## src/rtl/cache_valid_sequencer.sv

```systemverilog
// Purpose : one write port to the per-set valid array, shared by fills, invalidates and a flush walker.
// Latency : one cycle from accepted request to wr_* (fill, invalidate, walker step); flush of NUM_SETS sets takes NUM_SETS+1 cycles uncontended.
// Backpressure: fixed priority fill > invalidate > walker; losers hold and retry; fills are never stalled.
//
// Ports:
//   clk, reset      clock, asynchronous active-low reset
//   fill_en/set     single-cycle fill, writes 1 to fill_set
//   inval_req/set   level request held until inval_ack; writes 0 to inval_set
//   inval_ack       one-cycle pulse coincident with the invalidate write
//   flush_req       pulse starting a full walk; ignored while flush_busy
//   flush_busy      walk in progress
//   flush_done      one-cycle pulse coincident with the write of the last set
//   wr_enable/addr/is_valid  registered valid-array write port
module cache_valid_sequencer #(
    parameter int NUM_SETS        = 32,
    parameter int SET_INDEX_WIDTH = $clog2(NUM_SETS)
) (
    input  logic                       clk,
    input  logic                       reset,
    input  logic                       fill_en,
    input  logic [SET_INDEX_WIDTH-1:0] fill_set,
    input  logic                       inval_req,
    input  logic [SET_INDEX_WIDTH-1:0] inval_set,
    output logic                       inval_ack,
    input  logic                       flush_req,
    output logic                       flush_busy,
    output logic                       flush_done,
    output logic                       wr_enable,
    output logic [SET_INDEX_WIDTH-1:0] wr_addr,
    output logic                       wr_is_valid
);

    typedef enum logic {
        IDLE  = 1'b0,
        FLUSH = 1'b1
    } state_t;

    localparam logic [SET_INDEX_WIDTH-1:0] LAST_SET = SET_INDEX_WIDTH'(NUM_SETS - 1);

    state_t                     state;
    logic [SET_INDEX_WIDTH-1:0] ptr;

    // A request still high during its own ack cycle must not be taken again.
    logic inval_take;
    assign inval_take = inval_req && !inval_ack;

    always_ff @(posedge clk or negedge reset) begin
        if (!reset) begin
            state       <= IDLE;
            ptr         <= '0;
            wr_enable   <= 1'b0;
            wr_addr     <= '0;
            wr_is_valid <= 1'b0;
            inval_ack   <= 1'b0;
            flush_busy  <= 1'b0;
            flush_done  <= 1'b0;
        end else begin
            // Strobes default low; wr_addr/wr_is_valid hold when nothing writes.
            wr_enable  <= 1'b0;
            inval_ack  <= 1'b0;
            flush_done <= 1'b0;

            if (fill_en) begin
                wr_enable   <= 1'b1;
                wr_addr     <= fill_set;
                wr_is_valid <= 1'b1;
            end else if (inval_take) begin
                wr_enable   <= 1'b1;
                wr_addr     <= inval_set;
                wr_is_valid <= 1'b0;
                inval_ack   <= 1'b1;
            end else if (state == FLUSH) begin
                wr_enable   <= 1'b1;
                wr_addr     <= ptr;
                wr_is_valid <= 1'b0;
                // NUM_SETS is a power of two, so ptr wraps back to 0 naturally.
                ptr         <= ptr + SET_INDEX_WIDTH'(1);
                if (ptr == LAST_SET) begin
                    state      <= IDLE;
                    flush_busy <= 1'b0;
                    flush_done <= 1'b1;
                end
            end

            // A request arriving while busy is dropped, not queued.
            if (state == IDLE && flush_req) begin
                state      <= FLUSH;
                flush_busy <= 1'b1;
                ptr        <= '0;
            end
        end
    end

endmodule

```

## config.mk

```make
export PLATFORM = sky130hd
export DESIGN_NAME = cache_valid_sequencer
export DESIGN_NICKNAME = d
export VERILOG_FILES = /design/src/rtl/cache_valid_sequencer.sv
export SDC_FILE = /design/constraint.sdc
export NUM_CORES = 1
export LEC_CHECK = 0
export CORE_ASPECT_RATIO = 1.25
export CORE_MARGIN = 5
export CORE_UTILIZATION = 47
export DETAILED_ROUTE_END_ITERATION = 8
export PLACE_DENSITY_LB_ADDON = 0.2
export SYNTH_ARGS = -nofsm -noshare
export SYNTH_HDL_FRONTEND = slang
export SYNTH_SLANG_ARGS = --single-unit
```

## constraint.sdc

```tcl
create_clock -name clk -period 2 [get_ports clk]
set_input_delay 0.4 -clock clk [delete_from_list [all_inputs] [get_ports clk]]
set_output_delay 0.4 -clock clk [all_outputs]
set_load 0.05 [all_outputs]
```

==> results_dict.tcl <==
set metrics [dict create \
    hold_viol_final 0 \
    pre_cts_ws_ns 0.1941 \
    synth-xor-area-share 0 \
    p_clk_frac 0.224 \
    fin_crit_ns 1.921 \
    wirelength_um 1677 \
    synth_area_leaders "dfrtp_1 (52%), nor2b_1 (5.7%), nor2_1 (5.4%), o221a_1 (4.4%), a21oi_1 (3.3%)" \
    track_usage 0.1584 \
    crit_chain "clkdlybuf4s50_1" \
    vias 635 \
    rsz0062_at_grt "false" \
    cts_buffer_depth 2 \
    nets 121 \
    grt.overflow.total 0 \
    drv_cap 0 \
    critPathTopFamily "buffers and inverters" \
    leakagePower_nw 0.4617 \
    drc 0 \
    yosys_warnings 0 \
    drt-initial-drc-count 11 \
    cellPowerDensity_mw_per_mm2 892.0 \
    antenna_found_initial 0 \
    synth_top_family_by_area "simple AND/OR/NAND/NOR gates" \
    syn2layout_area_growth_pct 38.40 \
    numPortBuffers 24 \
    setup_tns_ns 0 \
    status "finished, final reports clean" \
    chipWidth_um 46.10 \
    dieHeight_um 55.13 \
    slowest_stage "clkdlybuf4s50_1" \
    synth_cells 76 \
    worst_setup_path_start_kind "flip-flop" \
    synth_fa_ha_area_frac 0.03268 \
    rows 16 \
    switchingPower_mw 0.3227 \
    arrival_ns 1.52 \
    synth_compound_area_frac 0.1389 \
    multiInputGateArea_sq_um 341.6 \
    clock_latency_ns 0.29 \
    cts_resized 0 \
    crit_type "flip-flop to output pin" \
    gp_congestion 0.8496 \
    avgSynthCellArea_sq_um 10.08 \
    wl_per_cell_um 13.86 \
    fp.coreArea_sq_mm 0.001562 \
    endpoint_kind "output pin" \
    cts.clk_slew.worst_paths_ns 0.09 \
    setup_viol 0 \
    fillCellCount 122 \
    grt_pass1_wl_um 2794 \
    utilization 0.6787 \
    vdd_drop_max_mv 0.6338 \
    hold_slack_ns 0.4186 \
    cts.sinks 16 \
    timing.final.ws_setup_ns 0.07861 \
    placed_cells 117 \
    finalNonFillerCells 121 \
    reg2reg_from "ptr[0]" \
    skew_ns 0.002399 \
    ys_ff_latch 16 \
    boundaryPins 25 \
    drv_slew 0 \
    hpwl_um 1342 \
    crit_buf_inv 1 \
    worst_pin_slew_ns 0.5054 \
    routed_via_density 5.248 \
    grt_max_degree 17 \
    slew_headroom 0.6620 \
    p_int_mw 0.6226 \
    hold_class "input pin to asynchronous set/reset pin" \
    h-tree-depth 1 \
    slowest_delay_ns 0.82 \
    cts_inserted_buffers 3 \
    holdBufCountCts 0 \
    grt_pass1_vias 643 \
    syn_nets 93 \
    register_area_sq_um 400.4 \
    ant_nets 0 \
    drive_above_1_share 0.06796 \
    synth-seq-area-share 0.5229 \
    crit_start "inval_ack" \
    crit_fanout 3 \
    swShare 0.3413 \
    p_seq_frac 0.475 \
    cts-root-buf "clkbuf_4" \
    synth.area.mux_share 0.02614 \
    cts_tree "done" \
    yosysTopAreaCellShare 0.5229 \
    postCtsSetupBuffers 0 \
    yosys.area_share.simple 0.2484 \
    synth_top_cell_by_area "dfrtp_1" \
    syn_area_sq_um 765.7 \
    fmax_ghz 0.5205 \
    required_ns 1.60 \
    initial_core_util 0.4904 \
    comb_power_share 0.300 \
    synth_cell_types 23 \
    drtPass1Iterations 4 \
    dieArea_sq_mm 0.002541 \
    final.period_utilization 0.9607 \
    diodes 0 \
]
per-stage QoR:
| step | instance area (sq um) | total power, mW |
|---|---|---|
| global route | 1060 | 1.015 |
| detailed placement | 1023 | 0.7443 |
| floorplan | 765.7 | 0.6223 |
| finish | 1060 | 0.9453 |
| global placement | 1023 | 0.7308 |
| CTS | 1060 | 0.9598 |
synthesized netlist by cell type:
cell      count
dfrtp_1      16
nor2_1       11
nor2b_1       7
nand2_1       6
a21oi_1       5
nand3_1       4
nand2b_1      3
o21ai_0       3
o221a_1       3
and3_1        2
ha_1          2
mux2i_1       2
or3_1         2
a211oi_1      1
buf_2         1
buf_6         1
clkbuf_1      1
inv_1         1
nor2b_4       1
nor3_1        1
o211a_1       1
o21bai_1      1
o31ai_1       1
cell families (layout without fill, tap and decap cells):
logic type | count (synthesis) | in the layout
multiplexers | 2 | 2
AO/OA/AOI/OAI | 15 | 15
flip-flops | 16 | 16
adder cells (fa/ha/maj) | 2 | 2
AND/OR/NAND/NOR | 37 | 37
buffers and inverters | 4 | 31
cell type report:
type,instances,share of cell area
Clock buffer,4,0.03424
Inverter,1,0.003542
Multi-Input combinational cell,56,0.3223
Sequential cell,16,0.3778
Tap cell,18,0.02125
Timing Repair Buffer,26,0.2408
routing by layer:
layer / up-vias / track usage / share of wire
met1: 296 / 0.1802 / 0.40
met5: - / 0 / 0
met4: 0 / 0.1280 / 0.032
li1: 316 / - / -
met2: 17 / 0.2546 / 0.51
met3: 6 / 0.02913 / 0.060
power groups by stage:
stage | clock, mW | sequential [mW] | combinational, mW
after global placement | 0 | 0.453 | 0.278
final | 0.212 | 0.449 | 0.284
after global routing | 0.235 | 0.462 | 0.318
after CTS | 0.222 | 0.450 | 0.288
after floorplan | 0 | 0.515 | 0.107
after detailed placement | 0 | 0.457 | 0.287
worst paths after layout:
path | slack [ns] | depth (start not counted) | end
max | 0.08 | 1 | inval_ack
min | 0.42 | 2 | wr_is_valid
min in group clk | 0.52 | 2 | flush_busy
min reg2reg | 0.52 | 2 | flush_busy
max in group asynchronous | 1.40 | 2 | ptr[1]
max reg2reg | 0.66 | 5 | ptr[4]
worst register-to-register path, stage by stage (launching register included):
cell and delay (ns):
dfrtp_1 0.42, ha_1 0.22, and3_1 0.18, ha_1 0.26
nand3_1 0.06, o21ai_0 0.08
state kept, by name, indices dropped and copies added, names as in the netlist:
register / count
wr_addr: 5
inval_ack: 1
wr_is_valid: 1
wr_enable: 1
flush_done: 1
ptr: 5
state: 1
flush_busy: 1
layout by cell type (no fill, tap or decap), drive strengths merged:
cell type and count:
ha 2, o21ai 3, o211a 1, nor3 1, buf 2, o221a 3, a21oi 5, a211oi 1
o31ai 1, nor2 11, clkdlybuf4s50 24, clkbuf 4, nand2 6, and3 2, nand3 4, o21bai 1
inv 1, dfrtp 16, or3 2, nor2b 8, mux2i 2, nand2b 3
Power figures use the tool's default switching activity.
